--- src/rtl/lcd_select_ctrl_pkg.sv ---
// Shared constants and helpers for the LCD debug display select path.
// The display mux decodes the same one-hot select values.
package lcd_select_ctrl_pkg;

  localparam int NSRC = 5;

  localparam logic [4:0] SLCT_RSLT   = 5'b00001;
  localparam logic [4:0] SLCT_RDATA1 = 5'b00010;
  localparam logic [4:0] SLCT_RDATA2 = 5'b00100;
  localparam logic [4:0] SLCT_WDATA  = 5'b01000;
  localparam logic [4:0] SLCT_NEXTPC = 5'b10000;

  typedef enum logic {
    ST_MANUAL = 1'b0,
    ST_AUTO   = 1'b1
  } state_t;

  function automatic logic [4:0] slct_rotate(
    input logic [4:0] s
  );
    return {s[3:0], s[4]};
  endfunction

  function automatic logic slct_legal(
    input logic [4:0] s
  );
    return (s != 5'b0) &&
           ((s & (s - 5'd1)) == 5'b0);
  endfunction

  function automatic logic [2:0] idx_next(
    input logic [2:0] i
  );
    return (i == 3'(NSRC - 1)) ? 3'd0
                               : i + 3'd1;
  endfunction

endpackage

--- src/rtl/lcd_select_ctrl_debounce.sv ---
// Push-button conditioner: 2-flop synchronizer, stability filter,
// and a single-cycle press pulse on each debounced rising edge.
module btn_debounce #(
  parameter int DEBOUNCE_CYCLES = 1_000_000
) (
  input  logic CLK,
  input  logic RST,
  input  logic BTN,
  output logic LEVEL,
  output logic PRESS
);

  localparam int CW = $clog2(DEBOUNCE_CYCLES);
  localparam logic [CW-1:0] CNT_LAST =
    CW'(DEBOUNCE_CYCLES - 1);

  logic          sync1;
  logic          sync2;
  logic [CW-1:0] cnt;

  // cnt counts consecutive samples that disagree with LEVEL
  always_ff @(posedge CLK or negedge RST) begin
    if (!RST) begin
      sync1 <= 1'b0;
      sync2 <= 1'b0;
      cnt   <= '0;
      LEVEL <= 1'b0;
      PRESS <= 1'b0;
    end else begin
      sync1 <= BTN;
      sync2 <= sync1;
      PRESS <= 1'b0;
      if (sync2 == LEVEL) begin
        cnt <= '0;
      end else if (cnt == CNT_LAST) begin
        cnt   <= '0;
        LEVEL <= sync2;
        PRESS <= sync2;
      end else begin
        cnt <= cnt + 1'b1;
      end
    end
  end

endmodule

--- src/rtl/lcd_select_ctrl.sv ---
// LCD debug display source sequencer: manual stepping, timed
// auto rotation and freeze, driving a one-hot mux select.
module lcd_select_ctrl #(
  parameter int DWELL_CYCLES    = 50_000_000,
  parameter int DEBOUNCE_CYCLES = 1_000_000
) (
  input  logic       CLK,
  input  logic       RST,
  input  logic       BTN_NEXT,
  input  logic       BTN_MODE,
  input  logic       FREEZE,
  output logic [4:0] SLCT,
  output logic       AUTO,
  output logic [2:0] IDX
);

  import lcd_select_ctrl_pkg::*;

  localparam int DW = $clog2(DWELL_CYCLES);
  localparam logic [DW-1:0] DWELL_LAST =
    DW'(DWELL_CYCLES - 1);

  logic          next_press;
  logic          mode_press;
  state_t        state;
  logic [DW-1:0] dwell;

  btn_debounce #(
    .DEBOUNCE_CYCLES(DEBOUNCE_CYCLES)
  ) u_next (
    .CLK  (CLK),
    .RST  (RST),
    .BTN  (BTN_NEXT),
    .LEVEL(),
    .PRESS(next_press)
  );

  btn_debounce #(
    .DEBOUNCE_CYCLES(DEBOUNCE_CYCLES)
  ) u_mode (
    .CLK  (CLK),
    .RST  (RST),
    .BTN  (BTN_MODE),
    .LEVEL(),
    .PRESS(mode_press)
  );

  assign AUTO = (state == ST_AUTO);

  // mode toggle outranks freeze and any pending step
  always_ff @(posedge CLK or negedge RST) begin
    if (!RST) begin
      state <= ST_MANUAL;
      SLCT  <= SLCT_RSLT;
      IDX   <= '0;
      dwell <= '0;
    end else if (!slct_legal(SLCT)) begin
      SLCT <= SLCT_RSLT;
      IDX  <= '0;
    end else if (mode_press) begin
      state <= (state == ST_AUTO) ? ST_MANUAL
                                  : ST_AUTO;
      dwell <= '0;
    end else if (!FREEZE) begin
      unique case (state)
        ST_MANUAL: begin
          if (next_press) begin
            SLCT <= slct_rotate(SLCT);
            IDX  <= idx_next(IDX);
          end
        end
        ST_AUTO: begin
          if (next_press ||
              dwell == DWELL_LAST) begin
            SLCT  <= slct_rotate(SLCT);
            IDX   <= idx_next(IDX);
            dwell <= '0;
          end else begin
            dwell <= dwell + 1'b1;
          end
        end
      endcase
    end
  end

endmodule
--- config.mk ---
export PLATFORM = sky130hd
export DESIGN_NAME = lcd_select_ctrl
export DESIGN_NICKNAME = d
export VERILOG_FILES = /design/src/rtl/lcd_select_ctrl_pkg.sv /design/src/rtl/lcd_select_ctrl_debounce.sv /design/src/rtl/lcd_select_ctrl.sv
export SDC_FILE = /design/constraint.sdc
export NUM_CORES = 1
export LEC_CHECK = 0
export CORE_MARGIN = 2
export CORE_UTILIZATION = 40
export CTS_BUF_LIST = sky130_fd_sc_hd__clkbuf_4
export DETAILED_ROUTE_END_ITERATION = 12
export HOLD_SLACK_MARGIN = 0.12
export PLACE_DENSITY = 0.68
export SLEW_MARGIN = 5
export SYNTH_ARGS = -nofsm -noshare
export SYNTH_HDL_FRONTEND = slang
export SYNTH_SLANG_ARGS = --single-unit
--- constraint.sdc ---
create_clock -name CLK -period 2 [get_ports CLK]
set_input_delay 0.4 -clock CLK [delete_from_list [all_inputs] [get_ports CLK]]
set_output_delay 0.4 -clock CLK [all_outputs]
set_load 0.01 [all_outputs]
== Yosys cells after proc, flatten, opt, wreduce, memory -nomap -nowiden ==
Index checks and enable logic that the tools add are counted.

* Add/subtract/negate cells: 5
* Eq/ne operators: 11
* Mux-type cells: 26
* Bitwise gates (word level): 4
* Reduce and logical (&&, ||, !) cells: 10

{| class="wikitable"
|+ Operators by type and width
! operator !! number
|-
| 26-bit two-way mux || 4
|-
| 20-bit two-way mux || 4
|-
| 20-bit by 1-bit adder with 20-bit output (second input constant) || 2
|-
| 20-bit equality test (second input constant) || 2
|-
| 26-bit by 1-bit adder with 26-bit output (second input constant) || 1
|-
| 26-bit equality test (second input constant) || 1
|-
| 5-bit two-way mux || 5
|-
| 3-bit two-way mux || 6
|-
| 5-bit one-hot mux with 2 select lines || 1
|-
| 3-bit by 2-bit != test with 1-bit output (second input constant) || 2
|-
| 3-bit one-hot mux with 2 select lines || 1
|-
| 2-bit AND reduction || 3
|-
| 5-bit bitwise AND || 1
|-
| 5-bit zero test || 1
|-
| 1-bit two-way mux || 5
|-
| 5-bit nonzero test || 1
|-
| 5-bit by 1-bit subtractor with 5-bit output (second input constant) || 1
|-
| 2-bit != test (second input constant) || 2
|-
| 4-bit AND reduction || 1
|-
| 3-bit by 1-bit adder with 3-bit output (second input constant) || 1
|-
| 3-bit equality test (second input constant) || 1
|-
| 1-bit inverter || 3
|-
| 3-bit AND reduction || 1
|-
| 1-bit equality test || 2
|-
| other kinds (4) || 4
|}

* Flip-flop bits (word level): 83

== Depth between registers and ports, before layout ==
Gate-level depths: netlist of run 1.

* Depth in word-level cells: 7
* Mapped depth: 8
* Gate-level depth less buffers: 6

== By module ==
From an unflattened synthesis of run 1, not the netlist that was laid out.

* Cell total of the unflattened synthesis: 475
* Area, all modules: 4499.3 µm²

{| class="wikitable"
|+ Modules (own cells, without submodules)
! module !! times used !! cells an instance !! area each (µm²) !! sequential area each (µm²)
|-
| btn_debounce || 2 || 116 || 1136.1 || 600.6
|-
| lcd_select_ctrl || 1 || 243 || 2227.1 || 877.1
|}

== Least setup slack after synthesis of run 1 ==
No wires, ideal clock.

* Path type: reg-to-reg
* Start: register dwell[0]
* End: register SLCT[4]
* Arrival time: 1.850 ns
* Required time: 1.872 ns
* Path slack: 0.022 ns
* Stages on the path, launching flop included: 7
* Path buffers: 0
* Cells stage by stage: dfrtp_1 ha_1 nand3_2 nor4_4 a31oi_2 nor2_2 mux2_1

* Longest elaborated chain between the ends: 4

{| class="wikitable"
|+ RTL lines
! item !! line !! RTL
|-
| from (decl) || lcd_select_ctrl.sv:26 || <nowiki>logic [DW-1:0] dwell;</nowiki>
|-
| from (signal assigned) || lcd_select_ctrl.sv:79 || <nowiki>dwell <= dwell + 1'b1;</nowiki>
|-
| 26-bit equality test || lcd_select_ctrl.sv:74 || <nowiki>dwell == DWELL_LAST) begin</nowiki>
|-
| 1-bit logical OR || lcd_select_ctrl.sv:73 || <nowiki>if (next_press ||</nowiki>
|-
| 3-bit by 2-bit != test with 1-bit output (no line) || n/a ||
|-
| 4-bit AND reduction (no line) || n/a ||
|-
| to (signal assigned) || lcd_select_ctrl.sv:68 || <nowiki>SLCT <= slct_rotate(SLCT);</nowiki>
|-
| to (signal assigned) || lcd_select_ctrl.sv:75 || <nowiki>SLCT <= slct_rotate(SLCT);</nowiki>
|-
| to (decl) || lcd_select_ctrl.sv:12 || <nowiki>output logic [4:0] SLCT,</nowiki>
|}

Every way passes these cells.
A chain may end at the register's enable or synchronous reset.

== Worst setup path after layout of run 1 ==
* Start: register SLCT[1]
* End: output port SLCT[1]

No word-level cell between the ends.

==> flow_summary.ini, run 1 <==
[status]
status = complete, no violations

[grt]
gr-total-overflow = 0
track_usage_pct = 17.2
grt_pass1_wl_microns = 16000
grt_max_degree = 34
grt_pass1_vias = 3453
antenna_found_initial = 0

[clock_network]
tritoncts = done
clk_latency_ns = 0.44
clock_sinks = 83
path_clk_slew_ns = 0.14
cts-root-buf = clkbuf_4
cts_inserted_buffers = 9
htree_levels = 3
cts_buffer_depth = 2

[timing]
tns_ns = 0
holdWs_ns = 0.370
worst_slack_ns = 0.0800
hold_viol_final = 0
rsz0062_at_grt = no
finalCritPeriodShare_pct = 96.0
fmax_mhz = 521
fin_skew_ns = 0.0198
slew_viol_final = 0
fin_crit_ns = 1.92
setup_viol = 0
slew_headroom_pct = 65.9
tightest_slew_ns = 0.508

[drt]
drtPass1Iterations = 4
drt_iter0_drc = 197
final_antenna_net_count = 0
drc = 0
drt_wl_total_microns = 9170
vias = 3502
wl_per_cell_microns = 14.5
vias_per_cell = 5.52

[cells_and_area]
fillCellCount = 967
most-common-layout-cells = dfrtp_1 (80), nor2_1 (53), buf_4 (42)
nets = 503
fin_util_pct = 49.1
drive_gt1_share_pct = 17.3
layout_commonest_cell = dfrtp_1
syn2layout_area_growth_pct = 18.2
finish.instance_area_sq_mm = 0.00509
fin_cells = 634
n_antenna_cell = 0

[synth]
synthFlopType = dfrtp_1
yosys_register_bits = 83
synth_edf_count = 0
syn_inst = 439
yosysWarnings = 0
yosysSeqAreaShare_pct = 48.3
synth_cell_types = 61
async_flop_share_pct = 100
syn_nets = 449
syn_area_per_cell_sq_um = 9.80
syn_area_sq_mm = 0.00430

[place]
dpl_worst_slack_ns = -0.177
gp_congestion = 0.797
hpwl_microns = 6330
place_area_sq_mm = 0.00485
placedCellCount = 613
port-buffer-count = 13

[hold_path]
min_path_type = register to register

[worst_setup_path]
crit_arrival_ns = 1.52
startpoint_type = register
crit_type = register to output pin
cp-end-kind = output pin
worstPathRequired_ns = 1.60
worst-path-max-fanout = 5

[power]
peakVddDrop_mv = 0.271
power_mw = 2.81
power_leakage_nw = 2.12
power_density_mw_per_mm2 = 552

[run]
cap_violations = 0

[floorplanning]
fp-row-count = 37
die_h_microns = 108
initial_core_util_pct = 41.5
ios = 14
core_area_sq_mm = 0.0104
die_area_sq_mm = 0.0116
die_w_microns = 108
-- cell families after synthesis --
group                      share of synthesized area [%]
adders and majority gates                           1.45
muxes                                               1.25
and+or+nand+nor                                     24.5
buffers and inverters                               3.08
xor gates and xnor gates                            8.14
AOI/OAI and AO/OA                                   13.3
DFF                                                 48.3
-- critical path, stage by stage, from the launching register on --
cell             delay (ns)
dfrtp_2                0.44
buf_4                  0.13
clkdlybuf4s50_1        0.52
-- what timing repair did --
action                                  4_1_cts  5_1_grt
hold buffers                                  1        0
resized for setup                             4       10
endpoints found under the hold margin        30        0
buffers inserted                              0        4
pin swaps                                     0        3
endpoints found under the setup margin       25       52
-- final timing paths --
check	depth (start not counted)	startpoint	endpoint	slack, ns
max in group asynchronous	3	RST	IDX[1]	0.89
min	0	u_mode.sync1	u_mode.sync2	0.37
max reg2reg	7	dwell[0]	dwell[24]	0.11
min reg2reg	0	u_mode.sync1	u_mode.sync2	0.37
max	2	SLCT[1]	SLCT[1]	0.08
min in group asynchronous	2	RST	dwell[13]	0.43
-- registers in the layout (all words and copies together) (netlist names), 3 cells and up --
register	cells
dwell	26
u_mode.cnt	20
u_next.cnt	20
SLCT	5
IDX	3
-- Yosys cell counts (6+ instances only) --
library cell / count / area (sq um)
nor3_1: 12 / 60.1
xnor2_1: 13 / 114
nor4_1: 7 / 43.8
nand4_1: 23 / 144
o41ai_1: 8 / 70.1
a21oi_1: 15 / 75.1
and3_1: 9 / 56.3
nand3_1: 27 / 135
o21ai_1: 6 / 30.0
a22oi_1: 6 / 45.0
nand2_1: 26 / 97.6
dfrtp_1: 82 / 2050
nor2_1: 53 / 199
buf_2: 7 / 35.0
xor2_1: 27 / 236
o21ai_0: 12 / 60.1
inv_1: 17 / 63.8
-- cell type report --
type                    instances  area, sq um  area share, %
clock buffers                   9         67.6           1.33
clock inverters                 7         75.1           1.48
well taps                     136          170           3.34
repair buffers                 57          484           9.52
flip-flops and latches         83         2080           40.9
multi-input cells             325         2150           42.2
inverters                      17         63.8           1.25
-- power by group --
part	leakage [nW]	total, mW	switching, mW	internal (mW)
Clock	0.0807	1.01	0.622	0.390
Combinational	0.963	0.0918	0.0621	0.0296
Sequential	1.08	1.71	0.0130	1.69
-- routing by layer --
layer	GRT usage [%]	wire length (microns)	part of all wire, %
met1	22.5	4270	47
met2	28.2	4450	49
met3	4.48	359	3.9
met4	4.95	94	1.0
met5	0	0	0
Power figures use the tool's default switching activity.
==> inputs of run 2 (changes only) <==
SKIP_LAST_GASP = 1   (was unset)
==> results of run 2 <==
The final DEF is identical to that of run 1; final timing and power are the same.
==> inputs of run 3 (changes only) <==
--- a/config.mk
+++ b/config.mk
@@ -12,4 +12,5 @@
 export HOLD_SLACK_MARGIN = 0.12
 export PLACE_DENSITY = 0.68
+export REMOVE_ABC_BUFFERS = 1
 export SKIP_LAST_GASP = 1
 export SLEW_MARGIN = 5
==> constraint.sdc (replaced) <==
create_clock -name CLK -period 2 [get_ports CLK]
set_input_delay 0.2 -clock CLK [delete_from_list [all_inputs] [get_ports CLK]]
set_output_delay 0.2 -clock CLK [all_outputs]
set_load 0.01 [all_outputs]
==> run 3 against run 2 <==
Maximum frequency fell by 0.36%. Via count fell by 0.89%. Clock power fell by 13%. Sequential share of layout area rose by 0.74 points. Clock skew fell by 0.0078 ns.
==> flow_summary.ini, run 3 (synthesis gave the netlist of run 1 again) <==
[timing]
tns_ns = 0
fmax_mhz = 519
finalCritPeriodShare_pct = 96.4
slew_viol_final = 0
setup_viol = 0
hold_viol_final = 0
slew_headroom_pct = 65.0
rsz0062_at_grt = yes
fin_crit_ns = 1.93
fin_skew_ns = 0.0121
holdWs_ns = 0.198
tightest_slew_ns = 0.521
worst_slack_ns = 0.0730

[clock_network]
htree_levels = 3
path_clk_slew_ns = 0.14
tritoncts = done
clk_latency_ns = 0.43
clock_sinks = 83
cts_inserted_buffers = 9
cts-root-buf = clkbuf_4
cts_buffer_depth = 2

[worst_setup_path]
cp_slowest_cell = or4_4
crit_arrival_ns = 2.26
slowest_delay_ns = 0.61
worstPathRequired_ns = 2.33
crit_type = register to register
worst-path-max-fanout = 7
startpoint_type = register
cp-end-kind = register
path_cells = ha_4 > nand3_4 > or4_4 > o31a_1 > a22oi_2 > o41ai_2

[drt]
drtPass1Iterations = 4
final_antenna_net_count = 0
wl_per_cell_microns = 14.6
drt_wl_total_microns = 9060
drc = 0
drt_iter0_drc = 247
vias_per_cell = 5.58
vias = 3471

[grt]
grt_max_degree = 51
gr-total-overflow = 0
grt_pass1_wl_microns = 15700
antenna_found_initial = 0
track_usage_pct = 16.6
grt_pass1_vias = 3363

[floorplanning]
core_area_sq_mm = 0.0104
die_area_sq_mm = 0.0116
fp-row-count = 37
die_w_microns = 108
ios = 14
die_h_microns = 108
initial_core_util_pct = 41.5

[cells_and_area]
multiInputGateArea_sq_mm = 0.00216
drive_gt1_share_pct = 15.6
nets = 491
seqCellArea_sq_mm = 0.00208
n_antenna_cell = 0
syn2layout_area_growth_pct = 16.0
reg.largest.list = dwell x26, u_mode.cnt x20, u_next.cnt x20
largest_reg_flops = 26
top_register = dwell
most-common-layout-cells = dfrtp_1 (82), nor2_1 (53), buf_4 (30)
fin_cells = 622
layout_commonest_cell = dfrtp_1
fillCellCount = 981

[place]
placedCellCount = 604
dpl_worst_slack_ns = -0.0565
hpwl_microns = 6230
port-buffer-count = 13
gp_congestion = 0.829

[power]
power_leakage_nw = 2.06
peakVddDrop_mv = 0.325
power_density_mw_per_mm2 = 535

[hold_path]
min_path_type = input port to register

[run]
cap_violations = 0

[status]
status = complete, no violations
-- run 3: cell types whose count changed in the layout (fill, tap and decap cells not counted), moves of 2 or more --
cell        delta
clkinvlp_4     +2
o41ai_2        +3
dfrtp_1        +2
o41ai_1        -3
dfrtp_2        -2
buf_4         -12
-- run 3: power by group --
group | internal, mW | total [mW] | leakage [nW] | switching [mW]
logic | 0.0272 | 0.0877 | 0.920 | 0.0605
clock network | 0.261 | 0.878 | 0.0627 | 0.617
registers | 1.69 | 1.71 | 1.08 | 0.0130
-- run 3: metal layers --
layer  vias up  part of all wire [%]  GRT usage [%]
met5         -                     0              0
met4         0                   1.4           5.59
li1       1683                     -              -
met1      1722                    47           21.8
met3        14                   3.0           3.45
met2        52                    49           27.1
-- run 3: path summary, 6_finish.rpt --
path	from	end	slack, ns	depth (start not counted)
min	BTN_NEXT	u_next.sync1	0.20	1
max	dwell[1]	dwell[22]	0.07	6
min reg2reg	u_mode.sync1	u_mode.sync2	0.37	0
max reg2reg	dwell[1]	dwell[22]	0.07	6
max in group asynchronous	RST	u_next.sync1	1.13	3
min in group asynchronous	RST	dwell[8]	0.25	2
-- run 3: timing repair --
item,4_1_cts,5_1_grt
hold buffers,1,0
endpoints found under the setup margin,3,37
pin swaps,0,2
setup buffers,0,1
gates resized for setup,2,12
endpoints found under the hold margin,47,0
-- run 3: layout make-up --
class / instances / share of cell area, %
clock buffer: 9 / 1.35
multi-input combinational: 325 / 43.4
tap: 136 / 3.41
sequential: 83 / 41.6
timing repair buffer: 45 / 7.92
inverter: 17 / 1.28
clock inverter: 7 / 1.03
-- run 3: per-stage QoR --
| step | utilization [%] | instance area [sq um] | power (mW) |
|---|---|---|---|
| floorplan | - | 4230 | 1.77 |
| global placement | 46.1 | 4780 | 1.82 |
| detailed placement | 46.1 | 4780 | 1.83 |
| CTS | 47.5 | 4920 | 2.71 |
| global route | 48.1 | 4990 | 2.78 |
| finish | 48.1 | 4990 | 2.67 |
-- run 3: worst max-delay path: cells and delay by family, from the launching register on --
| kind | cells | cell delay (ns) |
|---|---|---|
| compound gates | 3 | 0.53 |
| fa+ha+maj | 1 | 0.16 |
| flops | 1 | 0.42 |
| simple gates | 2 | 0.71 |
